[config.mk]
export PLATFORM = sky130hd
export DESIGN_NAME = acc_bank_flat
export DESIGN_NICKNAME = d
export VERILOG_FILES = /design/src/rtl/acc_bank_if.sv /design/src/rtl/acc_bank.sv /design/src/flat_wrapper.sv
export SDC_FILE = /design/constraint.sdc
export NUM_CORES = 1
export LEC_CHECK = 0
export BUFFER_PORTS_ARGS = -buffer_cell sky130_fd_sc_hd__buf_2
export CAP_MARGIN = 30
export CORE_ASPECT_RATIO = 1.4
export CORE_MARGIN = 2
export CORE_UTILIZATION = 37
export DETAILED_ROUTE_END_ITERATION = 10
export REMOVE_ABC_BUFFERS = 1
export SKIP_CTS_REPAIR_TIMING = 1
export SYNTH_ARGS = -nofsm -noshare
export SYNTH_HDL_FRONTEND = slang
export SYNTH_SLANG_ARGS = --single-unit
[constraint.sdc]
create_clock -name clk -period 4.81 [get_ports clk]
set_input_delay 0.481 -clock clk [delete_from_list [all_inputs] [get_ports clk]]
set_output_delay 0.481 -clock clk [all_outputs]
set_load 0.02 [all_outputs]
[src/rtl/acc_bank_if.sv]
// acc_bank_if: write/operate port and both read ports of the accumulator bank.
//   master : drives we/op/waddr/din/raddr_a/raddr_b, receives rdata_a/rdata_b/carry/zero
//   slave  : the accumulator bank side
interface acc_bank_if #(
  parameter int WIDTH = 8,
  parameter int AW    = 2
);
  logic             we;
  logic [2:0]       op;
  logic [AW-1:0]    waddr;
  logic [WIDTH-1:0] din;
  logic [AW-1:0]    raddr_a;
  logic [AW-1:0]    raddr_b;
  logic [WIDTH-1:0] rdata_a;
  logic [WIDTH-1:0] rdata_b;
  logic             carry;
  logic             zero;

  modport master (
    output we, op, waddr, din, raddr_a, raddr_b,
    input  rdata_a, rdata_b, carry, zero
  );

  modport slave (
    input  we, op, waddr, din, raddr_a, raddr_b,
    output rdata_a, rdata_b, carry, zero
  );
endinterface

[src/rtl/acc_bank.sv]
// acc_bank: NREGS independent WIDTH-bit accumulators with one write/operate
// port and two combinational read ports. Each executed op updates the
// addressed register plus the global carry and zero flags.
//   clk  : clock, rising edge
//   rst  : asynchronous active-high reset, clears registers and flags
//   bus  : acc_bank_if slave (we, op, waddr, din, raddr_a/b -> rdata_a/b, carry, zero)
// BYPASS=1 forwards the result being written this cycle to a read port
// that addresses the same register.
module acc_bank #(
  parameter int WIDTH  = 8,
  parameter int NREGS  = 4,
  parameter int BYPASS = 1,
  localparam int AW    = $clog2(NREGS)
) (
  input  logic       clk,
  input  logic       rst,
  acc_bank_if.slave  bus
);

  localparam logic [2:0] OP_LOAD = 3'b000;
  localparam logic [2:0] OP_CLR  = 3'b001;
  localparam logic [2:0] OP_INC  = 3'b010;
  localparam logic [2:0] OP_DEC  = 3'b011;
  localparam logic [2:0] OP_SHL  = 3'b100;
  localparam logic [2:0] OP_SHR  = 3'b101;
  localparam logic [2:0] OP_ADD  = 3'b110;
  localparam logic [2:0] OP_SUB  = 3'b111;

  localparam logic [AW:0] NREGS_W = (AW+1)'(NREGS);

  logic [WIDTH-1:0] regs [NREGS];
  logic [WIDTH-1:0] cur;
  logic [WIDTH-1:0] res;
  logic             res_c;
  logic             wvalid;
  logic             carry_q;
  logic             zero_q;
  logic [WIDTH-1:0] rd_a;
  logic [WIDTH-1:0] rd_b;

  // Addresses past NREGS only exist when NREGS is not a power of two.
  function automatic logic addr_ok(input logic [AW-1:0] a);
    return {1'b0, a} < NREGS_W;
  endfunction

  assign wvalid = bus.we && addr_ok(bus.waddr);
  assign cur    = addr_ok(bus.waddr) ? regs[bus.waddr] : '0;

  // Carry/borrow falls out of the extra top bit of a WIDTH+1 wide add/sub.
  always_comb begin
    res   = '0;
    res_c = 1'b0;
    case (bus.op)
      OP_LOAD: res = bus.din;
      OP_CLR:  res = '0;
      OP_INC:  {res_c, res} = {1'b0, cur} + (WIDTH+1)'(1);
      OP_DEC:  {res_c, res} = {1'b0, cur} - (WIDTH+1)'(1);
      OP_SHL: begin
        res   = {cur[WIDTH-2:0], 1'b0};
        res_c = cur[WIDTH-1];
      end
      OP_SHR: begin
        res   = {1'b0, cur[WIDTH-1:1]};
        res_c = cur[0];
      end
      OP_ADD:  {res_c, res} = {1'b0, cur} + {1'b0, bus.din};
      OP_SUB:  {res_c, res} = {1'b0, cur} - {1'b0, bus.din};
      default: begin
        res   = '0;
        res_c = 1'b0;
      end
    endcase
  end

  always_ff @(posedge clk or posedge rst) begin
    if (rst) begin
      for (int i = 0; i < NREGS; i++) regs[i] <= '0;
      carry_q <= 1'b0;
      zero_q  <= 1'b0;
    end else if (wvalid) begin
      regs[bus.waddr] <= res;
      carry_q         <= res_c;
      zero_q          <= (res == '0);
    end
  end

  // Reads are gated by rst so the ports show 0 for the whole reset pulse.
  always_comb begin
    rd_a = '0;
    if (!rst) begin
      if (BYPASS != 0 && wvalid && bus.raddr_a == bus.waddr) rd_a = res;
      else if (addr_ok(bus.raddr_a))                        rd_a = regs[bus.raddr_a];
    end
  end

  always_comb begin
    rd_b = '0;
    if (!rst) begin
      if (BYPASS != 0 && wvalid && bus.raddr_b == bus.waddr) rd_b = res;
      else if (addr_ok(bus.raddr_b))                        rd_b = regs[bus.raddr_b];
    end
  end

  assign bus.rdata_a = rd_a;
  assign bus.rdata_b = rd_b;
  assign bus.carry   = carry_q;
  assign bus.zero    = zero_q;

endmodule

[src/flat_wrapper.sv]
// flat-port wrapper written by rule: the top's interface ports become plain ports
module acc_bank_flat 
#(
  parameter int WIDTH  = 8,
  parameter int NREGS  = 4,
  parameter int BYPASS = 1,
  localparam int AW    = $clog2(NREGS)
)
  (clk, rst, bus_we, bus_op, bus_waddr, bus_din, bus_raddr_a, bus_raddr_b, bus_rdata_a, bus_rdata_b, bus_carry, bus_zero);
  acc_bank_if #(.WIDTH(WIDTH), .AW(2)) bus_i ();
  input  logic clk;
  input  logic rst;
  input wire logic [$bits(bus_i.we)-1:0] bus_we;
  input wire logic [$bits(bus_i.op)-1:0] bus_op;
  input wire logic [$bits(bus_i.waddr)-1:0] bus_waddr;
  input wire logic [$bits(bus_i.din)-1:0] bus_din;
  input wire logic [$bits(bus_i.raddr_a)-1:0] bus_raddr_a;
  input wire logic [$bits(bus_i.raddr_b)-1:0] bus_raddr_b;
  output wire logic [$bits(bus_i.rdata_a)-1:0] bus_rdata_a;
  output wire logic [$bits(bus_i.rdata_b)-1:0] bus_rdata_b;
  output wire logic [$bits(bus_i.carry)-1:0] bus_carry;
  output wire logic [$bits(bus_i.zero)-1:0] bus_zero;
  assign bus_i.we = bus_we;
  assign bus_i.op = bus_op;
  assign bus_i.waddr = bus_waddr;
  assign bus_i.din = bus_din;
  assign bus_i.raddr_a = bus_raddr_a;
  assign bus_i.raddr_b = bus_raddr_b;
  assign bus_rdata_a = bus_i.rdata_a;
  assign bus_rdata_b = bus_i.rdata_b;
  assign bus_carry = bus_i.carry;
  assign bus_zero = bus_i.zero;
  acc_bank #(.WIDTH(WIDTH), .NREGS(NREGS), .BYPASS(BYPASS)) u_core (.clk(clk), .rst(rst), .bus(bus_i));
endmodule
==> run_summary.xml, run 1 <==
<?xml version="1.0" encoding="UTF-8"?>
<metrics>
  <group name="power_and_ir_drop">
    <metric name="worst_ir_drop_vdd" unit="µV">203</metric>
    <metric name="power_leakage" unit="µW">0.00168</metric>
    <metric name="power.density" unit="mW/mm²">426</metric>
  </group>
  <group name="timing">
    <metric name="post-route-worst-setup-slack" unit="ps">396</metric>
    <metric name="post_route_fraction_of_the_period_consumed_by_the_critical_path" unit="%">91.8</metric>
    <metric name="maxClockFrequency" unit="GHz">0.227</metric>
    <metric name="tightestPinTransition" unit="ps">598</metric>
    <metric name="slew-limit-headroom" unit="%">59.6</metric>
    <metric name="worst_clock_skew" unit="ps">6.33</metric>
    <metric name="post-route-min-period" unit="ps">4410</metric>
    <metric name="timing.final.hold_violations" unit="">0</metric>
    <metric name="final-max-slew-violation-count" unit="">0</metric>
    <metric name="setup_violations_final" unit="">0</metric>
    <metric name="setup_tns" unit="ps">0</metric>
    <metric name="rsz0062_at_grt" unit="">no</metric>
  </group>
  <group name="final_layout">
    <metric name="area_delta_synth_final" unit="%">9.43</metric>
    <metric name="antennaDiodeCount" unit="">0</metric>
    <metric name="final_net_count" unit="">479</metric>
    <metric name="n_fill_cell" unit="">981</metric>
    <metric name="drive_gt1_share" unit="%">20.5</metric>
  </group>
  <group name="global_routing">
    <metric name="vias_in_the_first_global_route" unit="">3267</metric>
    <metric name="grt_start_max_net_pins" unit="">35</metric>
    <metric name="grtUsageTotal" unit="%">19.3</metric>
    <metric name="globalRouteMet3Util" unit="%">2.32</metric>
    <metric name="global_route_wire_length_before_repair" unit="µm">16000</metric>
    <metric name="antenna_found_initial" unit="">0</metric>
    <metric name="gr-max-usage-layer" unit="">met2</metric>
    <metric name="grt_util_met1" unit="%">21.2</metric>
    <metric name="groute.layer.met2.usage" unit="%">35.4</metric>
    <metric name="overflow" unit="">0</metric>
  </group>
  <group name="routing">
    <metric name="detailedRoute.firstPassIterationCount" unit="">5</metric>
    <metric name="drt_iter0_markers" unit="">142</metric>
    <metric name="wl_per_cell" unit="µm">17.9</metric>
    <metric name="detail-route-antenna-nets" unit="">0</metric>
    <metric name="wirelength" unit="µm">9780</metric>
    <metric name="drt_drc_violations_left" unit="">0</metric>
    <metric name="vias_per_cell" unit="">5.82</metric>
    <metric name="dr_total_vias" unit="">3191</metric>
  </group>
  <group name="synthesis">
    <metric name="mappedNetlistArea" unit="mm²">0.00361</metric>
    <metric name="synth.yosys.warnings" unit="">0</metric>
    <metric name="synth_sequential_area_ratio" unit="%">23.6</metric>
    <metric name="yosys.area.top_type_share" unit="%">23.6</metric>
    <metric name="postSynthCellCount" unit="">421</metric>
    <metric name="netlist_top_cells_count" unit="">sky130_fd_sc_hd__nand2_1, sky130_fd_sc_hd__dfrtp_1, sky130_fd_sc_hd__o21ai_0</metric>
    <metric name="synth_cell_type_count" unit="">61</metric>
    <metric name="ys_async_sr_fraction" unit="%">100</metric>
    <metric name="biggest_area_contributors_in_the_synthesized_netlist" unit="">sky130_fd_sc_hd__dfrtp_1, sky130_fd_sc_hd__mux4_2, sky130_fd_sc_hd__nand2_1, sky130_fd_sc_hd__ha_1, sky130_fd_sc_hd__o21ai_0</metric>
    <metric name="avgSynthCellArea" unit="µm²">8.57</metric>
    <metric name="ys_seq_elements" unit="">34</metric>
    <metric name="post-synth-top-count-cell" unit="">sky130_fd_sc_hd__nand2_1</metric>
    <metric name="synth_enable_flop_cells" unit="">0</metric>
    <metric name="synth_flop_cell" unit="">sky130_fd_sc_hd__dfrtp_1</metric>
    <metric name="synthDominantAreaCellType" unit="">sky130_fd_sc_hd__dfrtp_1</metric>
  </group>
  <group name="cts">
    <metric name="clock_sink_count" unit="">34</metric>
    <metric name="clock_latency" unit="ps">280</metric>
    <metric name="ctsRootBufferMaster" unit="">sky130_fd_sc_hd__clkbuf_16</metric>
    <metric name="clockBufferDepth" unit="">2</metric>
    <metric name="h_tree_level_count" unit="">2</metric>
    <metric name="tritoncts_buffer_count" unit="">5</metric>
    <metric name="cts_tree" unit="">done</metric>
    <metric name="cts.reportedPaths.clkPinSlew" unit="ps">50</metric>
  </group>
  <group name="placed_design">
    <metric name="gp_congestion" unit="">0.819</metric>
    <metric name="placement.io_buffers" unit="">37</metric>
    <metric name="detailedPlace.worstSlack" unit="ps">404</metric>
    <metric name="dp_hpwl" unit="µm">7640</metric>
  </group>
  <group name="worst_setup_path">
    <metric name="path_class" unit="">in -&gt; out</metric>
    <metric name="cp.arrival" unit="ps">3930</metric>
    <metric name="startpoint_type" unit="">primary input</metric>
    <metric name="worstPathMaxFanout" unit="">14</metric>
    <metric name="critPathRequiredTime" unit="ps">4330</metric>
    <metric name="cp_capture_type" unit="">output pin</metric>
  </group>
  <group name="die">
    <metric name="die_width" unit="µm">87.5</metric>
    <metric name="standard_cell_core_area" unit="mm²">0.00946</metric>
    <metric name="ios" unit="">38</metric>
    <metric name="std_cell_rows" unit="">42</metric>
    <metric name="floorplan.initialDensity" unit="%">38.1</metric>
    <metric name="floorplan.die_area" unit="mm²">0.0106</metric>
    <metric name="dieHeight" unit="µm">121</metric>
  </group>
  <group name="worst_hold_path">
    <metric name="holdCritPathClass" unit="">in -&gt; async</metric>
  </group>
  <group name="flow_run">
    <metric name="cap_violations" unit="">0</metric>
  </group>
  <group name="status">
    <metric name="outcome" unit="">finished clean</metric>
  </group>
</metrics>
-- flip-flops by register name, summed over array words and instances (netlist names) --
signal,cells
u_core.regs,32
u_core.bus.carry,1
u_core.bus.zero,1
-- placed cells by master, fill, tap and decap left out, types with 4 or more instances in the layout --
cell / synthesis / routed
sky130_fd_sc_hd__nand3b_1: 8 / 8
sky130_fd_sc_hd__buf_2: 5 / 37
sky130_fd_sc_hd__o21a_1: 7 / 7
sky130_fd_sc_hd__nor3_1: 10 / 10
sky130_fd_sc_hd__nand2_1: 67 / 67
sky130_fd_sc_hd__clkbuf_16: 0 / 5
sky130_fd_sc_hd__nand3_1: 12 / 12
sky130_fd_sc_hd__nor2_1: 28 / 28
sky130_fd_sc_hd__buf_4: 0 / 4
sky130_fd_sc_hd__nor2b_1: 5 / 5
sky130_fd_sc_hd__inv_1: 17 / 17
sky130_fd_sc_hd__o21ai_0: 34 / 34
sky130_fd_sc_hd__o211ai_1: 4 / 4
sky130_fd_sc_hd__a21oi_1: 26 / 26
sky130_fd_sc_hd__xnor2_1: 11 / 11
sky130_fd_sc_hd__dfrtp_1: 34 / 34
sky130_fd_sc_hd__ha_1: 20 / 20
sky130_fd_sc_hd__o21ai_1: 8 / 8
sky130_fd_sc_hd__o22ai_1: 6 / 6
sky130_fd_sc_hd__xor2_1: 5 / 5
sky130_fd_sc_hd__mux4_2: 24 / 24
sky130_fd_sc_hd__and3_1: 5 / 5
sky130_fd_sc_hd__nand2b_1: 5 / 5
-- cell type report --
| cell class | count | area [µm²] | area share, % |
|---|---|---|---|
| tap | 110 | 138 | 3.49 |
| timing repair buffer | 41 | 215 | 5.45 |
| multi-input combinational | 338 | 2530 | 64.2 |
| sequential | 34 | 851 | 21.6 |
| clock buffer | 7 | 143 | 3.61 |
| clock inverter | 1 | 5.00 | 0.127 |
| inverter | 17 | 63.8 | 1.62 |
-- worst max-delay path, stage by stage --
cell and delay, ps:
sky130_fd_sc_hd__buf_2 340, sky130_fd_sc_hd__mux4_2 710, sky130_fd_sc_hd__ha_1 460, sky130_fd_sc_hd__nor3_1 100, sky130_fd_sc_hd__or3_1 380, sky130_fd_sc_hd__a221o_1 330
sky130_fd_sc_hd__o22ai_1 150, sky130_fd_sc_hd__mux2_2 380, sky130_fd_sc_hd__a31oi_2 200, sky130_fd_sc_hd__nand2_1 80, sky130_fd_sc_hd__a21oi_1 130, sky130_fd_sc_hd__buf_2 180
-- metrics by stage --
step	total power [µW]	util [%]	instances	area (µm²)	hold slack [ps]
after global routing	1810	41.7	548	3950	545
final	1680	41.7	548	3950	475
after floorplan	1110	-	389	3450	477
after CTS	1690	41.7	548	3950	487
after global placement	1330	40.2	540	3800	497
after detailed placement	1350	40.2	540	3800	511
-- power breakdown --
group | switching, µW | internal (µW)
sequential | 78.6 | 369
combinational | 507 | 400
clock | 121 | 205
total | 706 | 974
-- routing by layer --
metal  share of wire, %  vias to the layer above
met3                2.3                       23
met2                 55                       56
li1                   -                     1558
met1                 39                     1554
met4                3.5                        0
met5                  0                        -
-- logic make-up (layout without fill, tap and decap cells) --
| group | after synthesis | after routing | share of synthesized area, % |
|---|---|---|---|
| buffers and inverters | 49 | 66 | 6.21 |
| AO/OA/AOI/OAI | 113 | 113 | 20.2 |
| multiplexers | 30 | 30 | 16.8 |
| AND/OR/NAND/NOR | 156 | 156 | 20.9 |
| flip-flops | 34 | 34 | 23.6 |
| adder cells (fa/ha/maj) | 22 | 22 | 8.05 |
| XOR/XNOR | 17 | 17 | 4.34 |
-- final timing paths --
path,from,endpoint,slack (ps),cells past startpoint
worst max-delay path,bus_waddr[0],bus_rdata_b[6],400,12
worst min-delay path,rst,u_core.regs[18],470,3
worst max register to register,u_core.regs[3],u_core.regs[6],1480,9
worst min register to register,u_core.regs[29],u_core.regs[29],520,2
max in group asynchronous,rst,u_core.regs[31],4020,3
min in group clk,u_core.regs[29],u_core.regs[29],520,2
Note: power is estimated with default switching activity, not from simulation.
==> run 2: changes to the inputs <==
Settings changed: CORE_ASPECT_RATIO 1.4 to default.
==> run 2 against run 1 <==
  * Via count is 0.56% higher
  * Wire length is 0.79% higher
  * Critical path depth is 2 higher
  * Register-to-register slack better by 20 ps
  * Clock-buffer cell count stayed put
  * Setup slack better by 25 ps
  * Clock skew is 0.86 ps higher
  * Combinational power hardly changed
  * Utilization is 1.2 points lower
  * Power is 7.0% lower
  * Non-clock buffer count stayed put
  * Sequential share of layout area is 0.23 points higher
  * Critical endpoint is now bus_rdata_a[6]
  * Largest power group unchanged
==> run_summary.xml, run 2 (synthesis results as in run 1) <==
<?xml version="1.0" encoding="UTF-8"?>
<metrics>
  <group name="final_layout">
    <metric name="area_delta_synth_final" unit="%">8.26</metric>
    <metric name="drive_gt1_share" unit="%">20.1</metric>
    <metric name="top_register" unit="">u_core.regs</metric>
    <metric name="mostFrequentLayoutCells" unit="">sky130_fd_sc_hd__nand2_1, sky130_fd_sc_hd__buf_2, sky130_fd_sc_hd__o21ai_0, sky130_fd_sc_hd__dfrtp_1, sky130_fd_sc_hd__nor2_1</metric>
    <metric name="largest_register_ff_count" unit="">32</metric>
    <metric name="n_fill_cell" unit="">1009</metric>
    <metric name="final_util" unit="%">40.5</metric>
    <metric name="final_common_cell" unit="">sky130_fd_sc_hd__nand2_1</metric>
    <metric name="final_net_count" unit="">479</metric>
    <metric name="antennaDiodeCount" unit="">0</metric>
  </group>
  <group name="flow_run">
    <metric name="cap_violations" unit="">0</metric>
  </group>
  <group name="timing">
    <metric name="setup_tns" unit="ps">0</metric>
    <metric name="final-max-slew-violation-count" unit="">0</metric>
    <metric name="post-route-min-period" unit="ps">4390</metric>
    <metric name="post_route_fraction_of_the_period_consumed_by_the_critical_path" unit="%">91.2</metric>
    <metric name="tightestPinTransition" unit="ps">672</metric>
    <metric name="post-route-worst-setup-slack" unit="ps">421</metric>
    <metric name="worst_clock_skew" unit="ps">7.19</metric>
    <metric name="setup_violations_final" unit="">0</metric>
    <metric name="rsz0062_at_grt" unit="">no</metric>
    <metric name="timing.final.hold_violations" unit="">0</metric>
    <metric name="slew-limit-headroom" unit="%">54.7</metric>
    <metric name="maxClockFrequency" unit="GHz">0.228</metric>
  </group>
  <group name="cts">
    <metric name="clock_latency" unit="ps">290</metric>
    <metric name="clock_sink_count" unit="">34</metric>
    <metric name="cts.reportedPaths.clkPinSlew" unit="ps">70</metric>
    <metric name="tritoncts_buffer_count" unit="">5</metric>
    <metric name="h_tree_level_count" unit="">2</metric>
    <metric name="ctsRootBufferMaster" unit="">sky130_fd_sc_hd__clkbuf_8</metric>
    <metric name="cts_tree" unit="">done</metric>
    <metric name="clockBufferDepth" unit="">2</metric>
  </group>
  <group name="placed_design">
    <metric name="dp_hpwl" unit="µm">7330</metric>
    <metric name="placement.io_buffers" unit="">37</metric>
    <metric name="detailedPlace.worstSlack" unit="ps">390</metric>
    <metric name="gp_congestion" unit="">0.871</metric>
  </group>
  <group name="power_and_ir_drop">
    <metric name="power.density" unit="mW/mm²">400</metric>
    <metric name="worst_ir_drop_vdd" unit="µV">206</metric>
    <metric name="power_leakage" unit="µW">0.00165</metric>
  </group>
  <group name="worst_setup_path">
    <metric name="regToRegEndpoint" unit="">u_core.regs[6]</metric>
    <metric name="r2r_slack" unit="ps">1500</metric>
    <metric name="worstPathMaxFanout" unit="">14</metric>
    <metric name="cp_capture_type" unit="">output pin</metric>
    <metric name="worst-r2r-cell-count" unit="">11</metric>
    <metric name="cp.arrival" unit="ps">3910</metric>
    <metric name="path_class" unit="">in -&gt; out</metric>
    <metric name="worst_r2r_startpoint" unit="">u_core.regs[0]</metric>
    <metric name="critPathRequiredTime" unit="ps">4330</metric>
    <metric name="startpoint_type" unit="">primary input</metric>
  </group>
  <group name="global_routing">
    <metric name="grtUsageTotal" unit="%">19.7</metric>
    <metric name="grt_start_max_net_pins" unit="">35</metric>
    <metric name="antenna_found_initial" unit="">0</metric>
    <metric name="global_route_wire_length_before_repair" unit="µm">16300</metric>
    <metric name="vias_in_the_first_global_route" unit="">3069</metric>
    <metric name="overflow" unit="">0</metric>
  </group>
  <group name="routing">
    <metric name="drt_iter0_markers" unit="">187</metric>
    <metric name="drt_drc_violations_left" unit="">0</metric>
    <metric name="detailedRoute.firstPassIterationCount" unit="">4</metric>
    <metric name="wirelength" unit="µm">9860</metric>
    <metric name="wl_per_cell" unit="µm">17.3</metric>
    <metric name="dr_total_vias" unit="">3209</metric>
    <metric name="vias_per_cell" unit="">5.63</metric>
    <metric name="detail-route-antenna-nets" unit="">0</metric>
  </group>
  <group name="status">
    <metric name="outcome" unit="">finished clean</metric>
  </group>
  <group name="die">
    <metric name="floorplan.initialDensity" unit="%">37.4</metric>
    <metric name="ios" unit="">38</metric>
    <metric name="std_cell_rows" unit="">36</metric>
    <metric name="standard_cell_core_area" unit="mm²">0.00964</metric>
    <metric name="dieHeight" unit="µm">103</metric>
    <metric name="die_width" unit="µm">103</metric>
    <metric name="floorplan.die_area" unit="mm²">0.0106</metric>
  </group>
  <group name="worst_hold_path">
    <metric name="holdCritPathClass" unit="">in -&gt; async</metric>
  </group>
</metrics>
## run 2: through the flow
step / area [µm²] / hold slack [ps] / std cells / power [µW]
finish: 3910 / 466 / 570 / 1560
CTS: 3910 / 471 / 570 / 1560
global placement: 3830 / 492 / 563 / 1340
floorplan: 3450 / 477 / 389 / 1110
global route: 3910 / 533 / 570 / 1690
detailed placement: 3830 / 511 / 563 / 1360
## run 2: worst max-delay path by stage
stage	startpoint	to	slack [ps]	cells past startpoint
finish	bus_waddr[0]	bus_rdata_a[6]	420	14
floorplan	bus_waddr[0]	bus_rdata_a[6]	980	10
global placement	bus_waddr[0]	bus_rdata_a[6]	480	14
CTS	bus_waddr[0]	bus_rdata_a[6]	390	14
global route	bus_waddr[0]	bus_rdata_a[6]	150	14
detailed placement	bus_waddr[0]	bus_rdata_a[6]	390	14
## run 2: layer usage
layer / vias up / GRT usage (%) / wire, µm
met5: - / 0 / 0
met4: 0 / 4.96 / 138
met3: 10 / 1.69 / 656
met2: 116 / 32.6 / 4660
met1: 1525 / 28.2 / 4400
li1: 1558 / - / -
## run 2: power breakdown
group | switching, µW | total (µW) | internal [µW]
combinational | 511 | 910 | 399
clock | 103 | 203 | 99.7
sequential | 80.8 | 449 | 369
total | 695 | 1560 | 867
## run 2: layout make-up
class / count / area [µm²] / area share, %
inverter: 17 / 63.8 / 1.63
timing repair buffer: 41 / 215 / 5.51
multi-input combinational: 338 / 2530 / 64.9
sequential: 34 / 851 / 21.8
tap: 133 / 166 / 4.26
clock buffer: 7 / 76.3 / 1.95
## run 2: critical path, stage by stage
cell and delay, ps:
sky130_fd_sc_hd__buf_2 340, sky130_fd_sc_hd__mux4_2 660, sky130_fd_sc_hd__ha_1 240, sky130_fd_sc_hd__inv_1 80
sky130_fd_sc_hd__fa_1 170, sky130_fd_sc_hd__nor3_1 70, sky130_fd_sc_hd__or3_1 370, sky130_fd_sc_hd__a221o_1 320
sky130_fd_sc_hd__o22ai_1 170, sky130_fd_sc_hd__mux2_2 380, sky130_fd_sc_hd__a31oi_2 230, sky130_fd_sc_hd__nand2_1 90
sky130_fd_sc_hd__a21oi_1 120, sky130_fd_sc_hd__buf_2 170
